**config.mk**
```make
export PLATFORM = sky130hd
export DESIGN_NAME = ll_window_ctrl_flat
export DESIGN_NICKNAME = d
export VERILOG_FILES = /design/src/rtl/ll_window_ctrl_if.sv /design/src/rtl/ll_window_ctrl.sv /design/src/flat_wrapper.sv
export SDC_FILE = /design/constraint.sdc
export NUM_CORES = 1
export LEC_CHECK = 0
export ABC_AREA = 1
export CAP_MARGIN = 20
export CORE_UTILIZATION = 60
export CTS_CLUSTER_DIAMETER = 200
export CTS_CLUSTER_SIZE = 25
export DETAILED_ROUTE_END_ITERATION = 16
export DONT_BUFFER_PORTS = 1
export HOLD_SLACK_MARGIN = 0.08
export PLACE_DENSITY = 0.76
export SYNTH_ARGS = -nofsm -noshare
export SYNTH_HDL_FRONTEND = slang
export SYNTH_SLANG_ARGS = --single-unit
```
**constraint.sdc**
```tcl
create_clock -name clk -period 10.4 [get_ports clk]
set_clock_uncertainty 0.05 [all_clocks]
set_input_delay 1.04 -clock clk [delete_from_list [all_inputs] [get_ports clk]]
set_output_delay 1.04 -clock clk [all_outputs]
set_load 0.01 [all_outputs]
```
**src/rtl/ll_window_ctrl_if.sv**
```systemverilog
// Handshake, control and result bundle between the line-length window controller,
// its sample source / datapath and the system controller.
interface ll_window_ctrl_if #(
    parameter int OUTPUT_WIDTH = 64,
    parameter int WINDOW_SIZE  = 32
);
    localparam int ACC_W = OUTPUT_WIDTH + $clog2(WINDOW_SIZE);

    logic                    start;
    logic                    cont;
    logic                    stop;
    logic [ACC_W-1:0]        threshold;
    logic                    s_valid;
    logic                    s_ready;
    logic                    dp_en_n;
    logic                    dp_clr;
    logic [OUTPUT_WIDTH-1:0] diff_in;
    logic [ACC_W-1:0]        sum_out;
    logic                    sum_valid;
    logic                    detect;
    logic                    diff_err;
    logic                    busy;

    modport slave (
        input  start, cont, stop, threshold, s_valid, diff_in,
        output s_ready, dp_en_n, dp_clr, sum_out, sum_valid, detect, diff_err, busy
    );

    modport master (
        output start, cont, stop, threshold, s_valid, diff_in,
        input  s_ready, dp_en_n, dp_clr, sum_out, sum_valid, detect, diff_err, busy
    );
endinterface

```
**src/rtl/ll_window_ctrl.sv**
```systemverilog
// Line-length window controller: sequences the abs-difference datapath and sums WINDOW_SIZE diffs.
// Optional macro LL_HYST_EN: detect only after CONSEC_WIN consecutive over-threshold windows.
module ll_window_ctrl #(
    parameter int OUTPUT_WIDTH = 64,
    parameter int WINDOW_SIZE  = 32,
    parameter int CONSEC_WIN   = 3
) (
    input  logic           clk,
    input  logic           rst,
    ll_window_ctrl_if.slave bus
);
    localparam int ACC_W = OUTPUT_WIDTH + $clog2(WINDOW_SIZE);
    localparam int CNT_W = $clog2(WINDOW_SIZE);
    localparam logic [CNT_W-1:0] CNT_LAST = CNT_W'(WINDOW_SIZE - 1);

    typedef enum logic [2:0] {
        S_IDLE   = 3'd0,
        S_CLEAR  = 3'd1,
        S_PRIME  = 3'd2,
        S_ACCUM  = 3'd3,
        S_LAST   = 3'd4,
        S_REPORT = 3'd5
    } state_t;

    state_t           r_state;
    state_t           w_next_state;
    logic [CNT_W-1:0] r_cnt;
    logic [ACC_W-1:0] r_acc;
    logic [ACC_W-1:0] r_sum_out;
    logic             r_pending;
    logic             r_stop_lat;
    logic             r_cont;
    logic             r_sum_valid;
    logic             r_detect;
    logic             r_diff_err;

    logic             w_s_ready;
    logic             w_accept;
    logic             w_diff_neg;
    logic             w_over;
    logic [ACC_W-1:0] w_diff_add;
    logic [ACC_W-1:0] w_acc_sum;

`ifdef LL_HYST_EN
    localparam int CONS_W = $clog2(CONSEC_WIN + 1);
    localparam logic [CONS_W-1:0] CONSEC_MAX = CONS_W'(CONSEC_WIN);
    logic [CONS_W-1:0] r_consec;
    logic [CONS_W-1:0] w_consec_nxt;
    assign w_consec_nxt = !w_over ? {CONS_W{1'b0}} :
                          (r_consec == CONSEC_MAX) ? r_consec : r_consec + CONS_W'(1);
`endif

    assign w_s_ready  = (r_state == S_PRIME) || (r_state == S_ACCUM);
    assign w_accept   = bus.s_valid & w_s_ready;
    // A negative diff means the datapath misbehaved; count it as zero and flag it.
    assign w_diff_neg = bus.diff_in[OUTPUT_WIDTH-1];
    assign w_diff_add = (r_pending && !w_diff_neg) ? ACC_W'(bus.diff_in) : {ACC_W{1'b0}};
    assign w_acc_sum  = r_acc + w_diff_add;
    assign w_over     = (r_sum_out >= bus.threshold);

    // State register.
    always_ff @(posedge clk or posedge rst) begin
        if (rst) begin
            r_state <= S_IDLE;
        end else begin
            r_state <= w_next_state;
        end
    end

    // Next-state decode.
    always_comb begin
        w_next_state = r_state;
        case (r_state)
            S_IDLE:   w_next_state = bus.start ? S_CLEAR : S_IDLE;
            S_CLEAR:  w_next_state = S_PRIME;
            S_PRIME:  w_next_state = w_accept ? S_ACCUM : S_PRIME;
            S_ACCUM:  w_next_state = (w_accept && (r_cnt == CNT_LAST)) ? S_LAST : S_ACCUM;
            S_LAST:   w_next_state = S_REPORT;
            S_REPORT: w_next_state = (r_stop_lat || !r_cont) ? S_IDLE : S_ACCUM;
            default:  w_next_state = S_IDLE;
        endcase
    end

    // Accumulation, run control latches and registered results.
    always_ff @(posedge clk or posedge rst) begin
        if (rst) begin
            r_cnt       <= {CNT_W{1'b0}};
            r_acc       <= {ACC_W{1'b0}};
            r_sum_out   <= {ACC_W{1'b0}};
            r_pending   <= 1'b0;
            r_stop_lat  <= 1'b0;
            r_cont      <= 1'b0;
            r_sum_valid <= 1'b0;
            r_detect    <= 1'b0;
            r_diff_err  <= 1'b0;
`ifdef LL_HYST_EN
            r_consec    <= {CONS_W{1'b0}};
`endif
        end else begin
            r_sum_valid <= 1'b0;
            case (r_state)
                S_IDLE: begin
                    if (bus.start) begin
                        r_cont     <= bus.cont;
                        r_stop_lat <= bus.stop;
                        r_detect   <= 1'b0;
                        r_diff_err <= 1'b0;
`ifdef LL_HYST_EN
                        r_consec   <= {CONS_W{1'b0}};
`endif
                    end
                end
                S_PRIME: begin
                    // The priming sample only loads the datapath delay register.
                    if (w_accept) begin
                        r_acc     <= {ACC_W{1'b0}};
                        r_cnt     <= {CNT_W{1'b0}};
                        r_pending <= 1'b0;
                    end
                end
                S_ACCUM: begin
                    r_pending <= w_accept;
                    r_acc     <= w_acc_sum;
                    if (w_accept) begin
                        r_cnt <= r_cnt + CNT_W'(1);
                    end
                end
                S_LAST: begin
                    r_pending   <= 1'b0;
                    r_sum_out   <= w_acc_sum;
                    r_sum_valid <= 1'b1;
                end
                S_REPORT: begin
                    r_acc     <= {ACC_W{1'b0}};
                    r_cnt     <= {CNT_W{1'b0}};
                    r_pending <= 1'b0;
`ifdef LL_HYST_EN
                    r_consec  <= w_consec_nxt;
                    r_detect  <= (w_consec_nxt == CONSEC_MAX);
`else
                    r_detect  <= w_over;
`endif
                end
                default: begin
                    r_pending <= 1'b0;
                end
            endcase
            if (r_pending && w_diff_neg) begin
                r_diff_err <= 1'b1;
            end
            if ((r_state != S_IDLE) && bus.stop) begin
                r_stop_lat <= 1'b1;
            end
        end
    end

    assign bus.s_ready   = w_s_ready;
    assign bus.dp_en_n   = ~w_accept;
    assign bus.dp_clr    = (r_state == S_CLEAR);
    assign bus.sum_out   = r_sum_out;
    assign bus.sum_valid = r_sum_valid;
    assign bus.detect    = r_detect;
    assign bus.diff_err  = r_diff_err;
    assign bus.busy      = (r_state != S_IDLE);
endmodule

```
**src/flat_wrapper.sv**
```systemverilog
// flat-port wrapper written by rule: the top's interface ports become plain ports
module ll_window_ctrl_flat 
#(
    parameter int OUTPUT_WIDTH = 64,
    parameter int WINDOW_SIZE  = 32,
    parameter int CONSEC_WIN   = 3
)
  (clk, rst, bus_start, bus_cont, bus_stop, bus_threshold, bus_s_valid, bus_diff_in, bus_s_ready, bus_dp_en_n, bus_dp_clr, bus_sum_out, bus_sum_valid, bus_detect, bus_diff_err, bus_busy);
  ll_window_ctrl_if #(.OUTPUT_WIDTH(OUTPUT_WIDTH), .WINDOW_SIZE(WINDOW_SIZE)) bus_i ();
  input  logic clk;
  input  logic rst;
  input wire logic [$bits(bus_i.start)-1:0] bus_start;
  input wire logic [$bits(bus_i.cont)-1:0] bus_cont;
  input wire logic [$bits(bus_i.stop)-1:0] bus_stop;
  input wire logic [$bits(bus_i.threshold)-1:0] bus_threshold;
  input wire logic [$bits(bus_i.s_valid)-1:0] bus_s_valid;
  input wire logic [$bits(bus_i.diff_in)-1:0] bus_diff_in;
  output wire logic [$bits(bus_i.s_ready)-1:0] bus_s_ready;
  output wire logic [$bits(bus_i.dp_en_n)-1:0] bus_dp_en_n;
  output wire logic [$bits(bus_i.dp_clr)-1:0] bus_dp_clr;
  output wire logic [$bits(bus_i.sum_out)-1:0] bus_sum_out;
  output wire logic [$bits(bus_i.sum_valid)-1:0] bus_sum_valid;
  output wire logic [$bits(bus_i.detect)-1:0] bus_detect;
  output wire logic [$bits(bus_i.diff_err)-1:0] bus_diff_err;
  output wire logic [$bits(bus_i.busy)-1:0] bus_busy;
  assign bus_i.start = bus_start;
  assign bus_i.cont = bus_cont;
  assign bus_i.stop = bus_stop;
  assign bus_i.threshold = bus_threshold;
  assign bus_i.s_valid = bus_s_valid;
  assign bus_i.diff_in = bus_diff_in;
  assign bus_s_ready = bus_i.s_ready;
  assign bus_dp_en_n = bus_i.dp_en_n;
  assign bus_dp_clr = bus_i.dp_clr;
  assign bus_sum_out = bus_i.sum_out;
  assign bus_sum_valid = bus_i.sum_valid;
  assign bus_detect = bus_i.detect;
  assign bus_diff_err = bus_i.diff_err;
  assign bus_busy = bus_i.busy;
  ll_window_ctrl #(.OUTPUT_WIDTH(OUTPUT_WIDTH), .WINDOW_SIZE(WINDOW_SIZE), .CONSEC_WIN(CONSEC_WIN)) u_core (.clk(clk), .rst(rst), .bus(bus_i));
endmodule
```
# ---- Yosys cells after proc, flatten, opt, wreduce, memory -nomap -nowiden
# Index checks and enable logic that the tools add are counted.
dict set report word_totals {
  rom_bits 0
  output_inout_bits 76
  latchBits 0
  inputBits 139
  ram_bits 0
  elab_cells 69
  n_memories 0
  register_bits 152
}
dict set report classes {
  n_div 0
  mul 0
  order_cmp 1
  n_mux 21
  n_eq_ne 9
  shift 0
  bitwise_logic 3
  addsub 2
  n_reduce_logical 23
}
# operator count
set op_table {}
lappend op_table {{$pmux 69 s3} 1}
lappend op_table {{$add 69x69->69} 1}
lappend op_table {{$ge 69x69->1} 1}
lappend op_table {{$mux 69} 1}
lappend op_table {{$mux 64} 1}
lappend op_table {{$pmux 3 s6} 1}
lappend op_table {{$pmux 5 s3} 1}
lappend op_table {{$reduce_and 2->1} 6}
lappend op_table {{$mux 1} 10}
lappend op_table {{$mux 5} 2}
lappend op_table {{$reduce_bool 2->1} 5}
lappend op_table {{$eq 3x2->1 const B} 2}
lappend op_table {{$eq 3x3->1 const B} 2}
lappend op_table {{$reduce_bool 3->1} 2}
lappend op_table {{$add 5x1->5 const B} 1}
lappend op_table {{$eq 5x5->1 const B} 1}
lappend op_table {{$logic_and 1x1->1} 4}
lappend op_table {{$ne 2x1->1 const B} 2}
lappend op_table {{$eq 3x1->1 const B} 1}
lappend op_table {{$logic_not 3->1} 1}
lappend op_table {{$mux 3} 1}
lappend op_table {{$pmux 1 s3} 1}
lappend op_table {{$reduce_and 3->1} 1}
lappend op_table {{$logic_not 1->1} 2}
lappend op_table {{other kinds (6)} 8}

# ---- Depth between registers and ports, before layout
dict set report depth {
  word_depth 6
  ltp_mapped 20
  depth_no_buf 19
}

# ---- Worst setup path before layout
# No wires, ideal clock.
dict set report synth_path {
  path_type {input -> register}
  from {in bus_diff_in[63]}
  to {reg u_core.r_sum_out[64], in the netlist u_core.bus.sum_out[64]}
  required_time_ps 10232
  stages 18
  setup_slack_ps 7094
  n_path_buf 1
  setup_ps 118
  arrival_time_ps 3137
  cell_sequence {inv_1 > nand2_1 > clkbuf_1 > nor2_1 > ha_1 > fa_1 > nand3_1 > nand3_2 > nand2_1 > nand3_2 > nand2_1 > nand2_1 > nand2_1 > nand2_2 > nand2_1 > nand3b_1 > nand3_1 > nand2_1}
}
dict set report synth_between {
  elab_chain_len 4
}
# item line
set synth_lines {}
lappend synth_lines {{start, declared} flat_wrapper.sv:17} ;# input wire logic [$bits(bus_i.diff_in)-1:0] bus_diff_in;
lappend synth_lines {{$logic_not 1->1} ll_window_ctrl.sv:57} ;# assign w_diff_add = (r_pending && !w_diff_neg) ? ACC_W'(bus.diff_in) : {ACC_W{1'b0}};
lappend synth_lines {{$logic_and 1x1->1} ll_window_ctrl.sv:57}
lappend synth_lines {{$mux 64 (*)} ll_window_ctrl.sv:57}
lappend synth_lines {{$add 69x69->69 (*)} ll_window_ctrl.sv:58} ;# assign w_acc_sum = r_acc + w_diff_add;
lappend synth_lines {{end signal, assigned} ll_window_ctrl.sv:89} ;# r_sum_out <= {ACC_W{1'b0}};
lappend synth_lines {{end signal, assigned} ll_window_ctrl.sv:130} ;# r_sum_out <= w_acc_sum;
lappend synth_lines {{end, declared} ll_window_ctrl.sv:29} ;# logic [ACC_W-1:0] r_sum_out;
# Every way passes the cells marked *; elsewhere a longest branch is shown, timed or not.
# A chain may end at the register's enable or synchronous reset.

# ---- Worst setup path in the final report
dict set report layout_path {
  from {in bus_diff_in[63]}
  to {reg u_core.r_sum_out[40], in the netlist u_core.bus.sum_out[40]}
}
dict set report layout_between {
  elab_chain_len 4
}
# item line
set layout_lines {}
lappend layout_lines {{$logic_not 1->1} ll_window_ctrl.sv:57}
lappend layout_lines {{$logic_and 1x1->1} ll_window_ctrl.sv:57}
lappend layout_lines {{$mux 64} ll_window_ctrl.sv:57}
lappend layout_lines {{$add 69x69->69} ll_window_ctrl.sv:58}
# Every way passes these cells.

==> flow_results.org <==
** Place
- In this run the tool buffered the top-level ports with 0 buffer cells.
- The wire-length estimate of the detail-placed layout is 35400 µm.
- Routability-driven placement finished with a final weighted congestion of 1.05.
- Area post-placement :: 0.0142 mm²
- Timing analysis after detailed placement gives a worst setup slack of 6.34 ns.

** Yosys
- Counting flops with an async set or reset pin after synthesis yields a share of 100%.
- Synth Flop Type :: sky130_fd_sc_hd__dfrtp_1
- Number of flip-flops and latches in the synthesized netlist :: 152
- Synthesized net count :: 2487
- Mean cell area of the mapped netlist :: 6.28 µm²
- Summing every instance area after synthesis gives 0.0139 mm².
- Area share of the leading cell type in the synthesized netlist :: 27.4%
- Cell types with the largest area share after synthesis :: sky130_fd_sc_hd__dfrtp_1 (27%), sky130_fd_sc_hd__nand2_1 (19%), sky130_fd_sc_hd__ha_1 (12%)
- Total of warnings raised by yosys :: 0
- In this run, synthesis inferred 0 flip-flops with an integrated enable.
- Yosys mapped the design onto 40 distinct sky130hd cell types.
- Synthesis produced 2212 cells.
- Sequential elements use 27.4% of the synthesized area.
- Of all cell types, the one taking the most synthesized area is sky130_fd_sc_hd__dfrtp_1.

** Clock network
- In this run, post-CTS hold repair placed 0 buffers.
- Root Driver :: sky130_fd_sc_hd__clkbuf_16
- Counting the buffers created by CTS gives 17.
- CTS-repair resized insts :: 0
- Post-CTS timing repair inserted 0 buffers for setup.
- At the later pin of the worst-skew pair, clock insertion delay measures 0.44 ns.
- The H-tree was split into 4 levels.
- Maximum number of buffers from clock root to sink :: 2
- CTS tree :: done
- Clock input transition at the sequential cells of the worst setup and hold paths :: 0.08 ns
- Clock sinks :: 152

** Cells and area
- In the layout the commonest cells are sky130_fd_sc_hd__nand2_1 (715), sky130_fd_sc_hd__inv_1 (393), sky130_fd_sc_hd__nor2_1 (207), sky130_fd_sc_hd__dfrtp_1 (152), sky130_fd_sc_hd__ha_1 (135).
- Most frequent standard cell in the layout excluding fill and tap cells :: sky130_fd_sc_hd__nand2_1
- Total Nets Final :: 2478
- Post-Layout Inst Area :: 0.0148 mm²
- Antenna cell count :: 0
- Layout cell share with drive strength beyond 1 :: 5.82%
- Compared with the post-synthesis result, the final layout area differs by 6.58%.
- Final-layout fill cell count :: 2147

** STA
- Setup TNS :: 0 ns
- Achievable Freq :: 270 MHz
- The worst pin sits at a relative slew slack of 36.6%.
- Unrepaired setup endpoints after global routing :: no
- At the pin with the least slew margin, the transition time is 0.951 ns.
- Subtracting the final worst setup slack from the clock period gives 3.70 ns.
- The max-slew violation count was 0.
- Final period util :: 35.6%
- The final-report hold violation count is 0.
- Smallest setup slack after layout :: 6.70 ns
- Worst hold slack after final layout :: 0.441 ns
- Number of setup violations in the final report :: 0

** Power and ir drop
- Register share of total power :: 32.7%
- Standby leakage power :: 8.22 nW
- Net switching power :: 0.00109 W
- Tot Pwr :: 0.00255 W
- PD cells :: 172 mW/mm²
- The internal power of the cells totals 0.00145 W.
- Power share of the combinational group :: 39.8%
- Worst voltage drop across the vdd grid :: 0.000334 V
- In this run, the clock network consumes 27.4% of the power.
- Of the total power, the share spent switching nets is 42.8%.

** Drt
- Vias :: 14.1k
- Post-detailed-route count of antenna-violating nets :: 0
- The routed design has 44900 µm of wire.
- After detailed routing, the number of remaining DRC violations is 0.
- The first detailed-routing pass took 11 iterations.
- Starting DRC count in detailed routing :: 1238
- Dividing the detail-routed via count by the number of cells gives 5.63.
- After detailed routing, the average wire length per cell comes to 17.9 µm.

** Critical path
- Launching element of the worst setup path :: bus_diff_in[63]
- Crit path to :: u_core.bus.sum_out[40]$_DFFE_PP0P_
- Setup slack on the worst reg-to-reg path comes out at 6.89 ns.
- Worst reg2reg endpoint :: u_core.bus.sum_out[40]$_DFFE_PP0P_
- The worst setup path is captured at a flop.
- At the worst endpoint, the arrival time is 3.98 ns.
- Critical path type :: in2reg
- For the worst flop-to-flop path, the logic depth is 15.
- Launch point of the worst reg-to-reg path :: u_core.r_pending$_DFFE_PP0P_
- The worst setup path is launched from an input pin.
- In this run the worst path has a maximum fanout of 63.
- Worst path required time :: 10.67 ns

** Job
- Max-cap violations in this run came to 0.

** Run status
- Result of the run :: complete, no violations

** GRT
- Total GRT Usage :: 37.9%
- Total gr overflow :: 0
- The first global-routing pass estimated 69400 µm of wire.
- The number of antenna violations at the first check in global routing is 0.
- Maximum number of pins on one net before global-route repair :: 94
- Via count of the first global-routing pass :: 13.4k

** Floorplan
- Area of the die :: 0.0238 mm²
- Placeable Area :: 0.0227 mm²
- Placement row count :: 55
- The die is 154 µm wide.
- The initial utilization of the core area, before any placement, comes to 61.2%.
- From bottom edge to top edge, the die measures 154 µm.
- Pin placement for this block handled 215 I/O pins.

** Min path
- The min-delay analysis places its worst path in the category reg2reg.
==> how the worst min path moves through the flow <==
stage,start,to,depth (start not counted)
after detailed placement,u_core.r_acc[49]$_DFFE_PP0P_,u_core.r_acc[49]$_DFFE_PP0P_,2
after global routing,u_core.r_acc[50]$_DFFE_PP0P_,u_core.r_acc[50]$_DFFE_PP0P_,2
final,u_core.r_acc[49]$_DFFE_PP0P_,u_core.r_acc[49]$_DFFE_PP0P_,2
after floorplan,u_core.r_cont$_DFFE_PP0P_,u_core.r_cont$_DFFE_PP0P_,2
after CTS,u_core.r_acc[60]$_DFFE_PP0P_,u_core.r_acc[60]$_DFFE_PP0P_,2
after global placement,u_core.r_cont$_DFFE_PP0P_,u_core.r_cont$_DFFE_PP0P_,2
==> registers in the layout (all words and copies together) (netlist names) <==
register              cells
u_core.bus.sum_out       69
u_core.r_acc             69
u_core.r_cnt              5
u_core.bus.diff_err       1
u_core.r_pending          1
u_core.r_stop_lat         1
u_core.r_state            3
u_core.r_cont             1
u_core.bus.sum_valid      1
u_core.bus.detect         1
==> worst max-delay path, cell delays in order <==
cell and delay (ns):
sky130_fd_sc_hd__inv_1 0.03, sky130_fd_sc_hd__nand2_2 0.05, sky130_fd_sc_hd__buf_4 0.58, sky130_fd_sc_hd__nor2_1 0.09, sky130_fd_sc_hd__ha_1 0.25, sky130_fd_sc_hd__fa_1 0.45, sky130_fd_sc_hd__nand3_1 0.16, sky130_fd_sc_hd__nand3_2 0.14
sky130_fd_sc_hd__nand2_1 0.10, sky130_fd_sc_hd__nand3_2 0.11, sky130_fd_sc_hd__nand3_1 0.10, sky130_fd_sc_hd__nand3_1 0.26, sky130_fd_sc_hd__nand3_1 0.24, sky130_fd_sc_hd__nand3_1 0.16, sky130_fd_sc_hd__nand3_1 0.14, sky130_fd_sc_hd__nand2_1 0.06
==> kinds of logic (layout without fill, tap and decap cells) <==
kind of cell	after synthesis	after routing	share of synthesized area (%)
DFF	152	152	27.4
xor gates and xnor gates	35	35	2.20
buffers and inverters	447	451	12.3
adders and majority gates	136	136	12.3
AOI/OAI and AO/OA	270	270	10.3
other	1	1	0.0270
and+or+nand+nor	1171	1171	35.6
==> final cells by class <==
class                           instances  area, µm²  share of cell area, %
Clock inverter                         15        203                   1.37
Inverter                              412       1550                   10.5
Tap cell                              285        357                   2.41
Sequential cell                       152       3800                   25.7
Timing Repair Buffer                    7       72.6                  0.490
Clock buffer                           17        425                   2.87
Multi-Input combinational cell       1613       8400                   56.7
==> power by group through the flow <==
stage | Sequential [W] | Combinational, W | Clock, W
2_1_floorplan | 0.000806 | 0.000770 | 0
3_3_place_gp | 0.000834 | 0.000958 | 0
3_5_place_dp | 0.000836 | 0.000983 | 0
4_1_cts | 0.000829 | 0.000987 | 0.000698
5_1_grt | 0.000847 | 0.00112 | 0.000717
6_report | 0.000833 | 0.00101 | 0.000698
==> routing by layer <==
layer  part of all wire [%]  GRT usage, %  vias to the layer above
met1                     44          50.7                     6458
met5                      0             0                        -
li1                       -             -                     6891
met4                    3.1          13.0                        0
met3                    8.8          7.87                       89
met2                     44          60.9                      651
==> cell usage after synthesis, types with 2 or more instances <==
| library cell | number |
|---|---|
| sky130_fd_sc_hd__o21ai_0 | 104 |
| sky130_fd_sc_hd__o21a_1 | 7 |
| sky130_fd_sc_hd__buf_2 | 13 |
| sky130_fd_sc_hd__a21o_1 | 2 |
| sky130_fd_sc_hd__nand3_1 | 116 |
| sky130_fd_sc_hd__nor2_1 | 208 |
| sky130_fd_sc_hd__o21bai_1 | 9 |
| sky130_fd_sc_hd__nor2_4 | 3 |
| sky130_fd_sc_hd__nor2_2 | 24 |
| sky130_fd_sc_hd__nor3_2 | 4 |
| sky130_fd_sc_hd__inv_1 | 394 |
| sky130_fd_sc_hd__a21oi_2 | 3 |
| sky130_fd_sc_hd__clkbuf_1 | 19 |
| sky130_fd_sc_hd__dfrtp_1 | 152 |
| sky130_fd_sc_hd__o21ai_1 | 20 |
| sky130_fd_sc_hd__xor2_1 | 5 |
| sky130_fd_sc_hd__nand4_1 | 28 |
| sky130_fd_sc_hd__a21oi_1 | 120 |
| sky130_fd_sc_hd__nand2_1 | 717 |
| sky130_fd_sc_hd__nor4_2 | 4 |
| sky130_fd_sc_hd__nand3b_1 | 15 |
| sky130_fd_sc_hd__nor3_1 | 19 |
| sky130_fd_sc_hd__nand2_2 | 21 |
| sky130_fd_sc_hd__o21ai_2 | 2 |
| sky130_fd_sc_hd__xnor2_1 | 30 |
| sky130_fd_sc_hd__nand3_2 | 8 |
| sky130_fd_sc_hd__ha_1 | 135 |
| sky130_fd_sc_hd__inv_2 | 17 |
| sky130_fd_sc_hd__and2_1 | 2 |
==> per-stage QoR <==
stage,instances,util (%)
finish,2501,65.2
global route,2501,65.2
CTS,2500,65.1
detailed placement,2468,62.4
global placement,2468,62.4
floorplan,2212,-
Power figures use the tool's default switching activity.
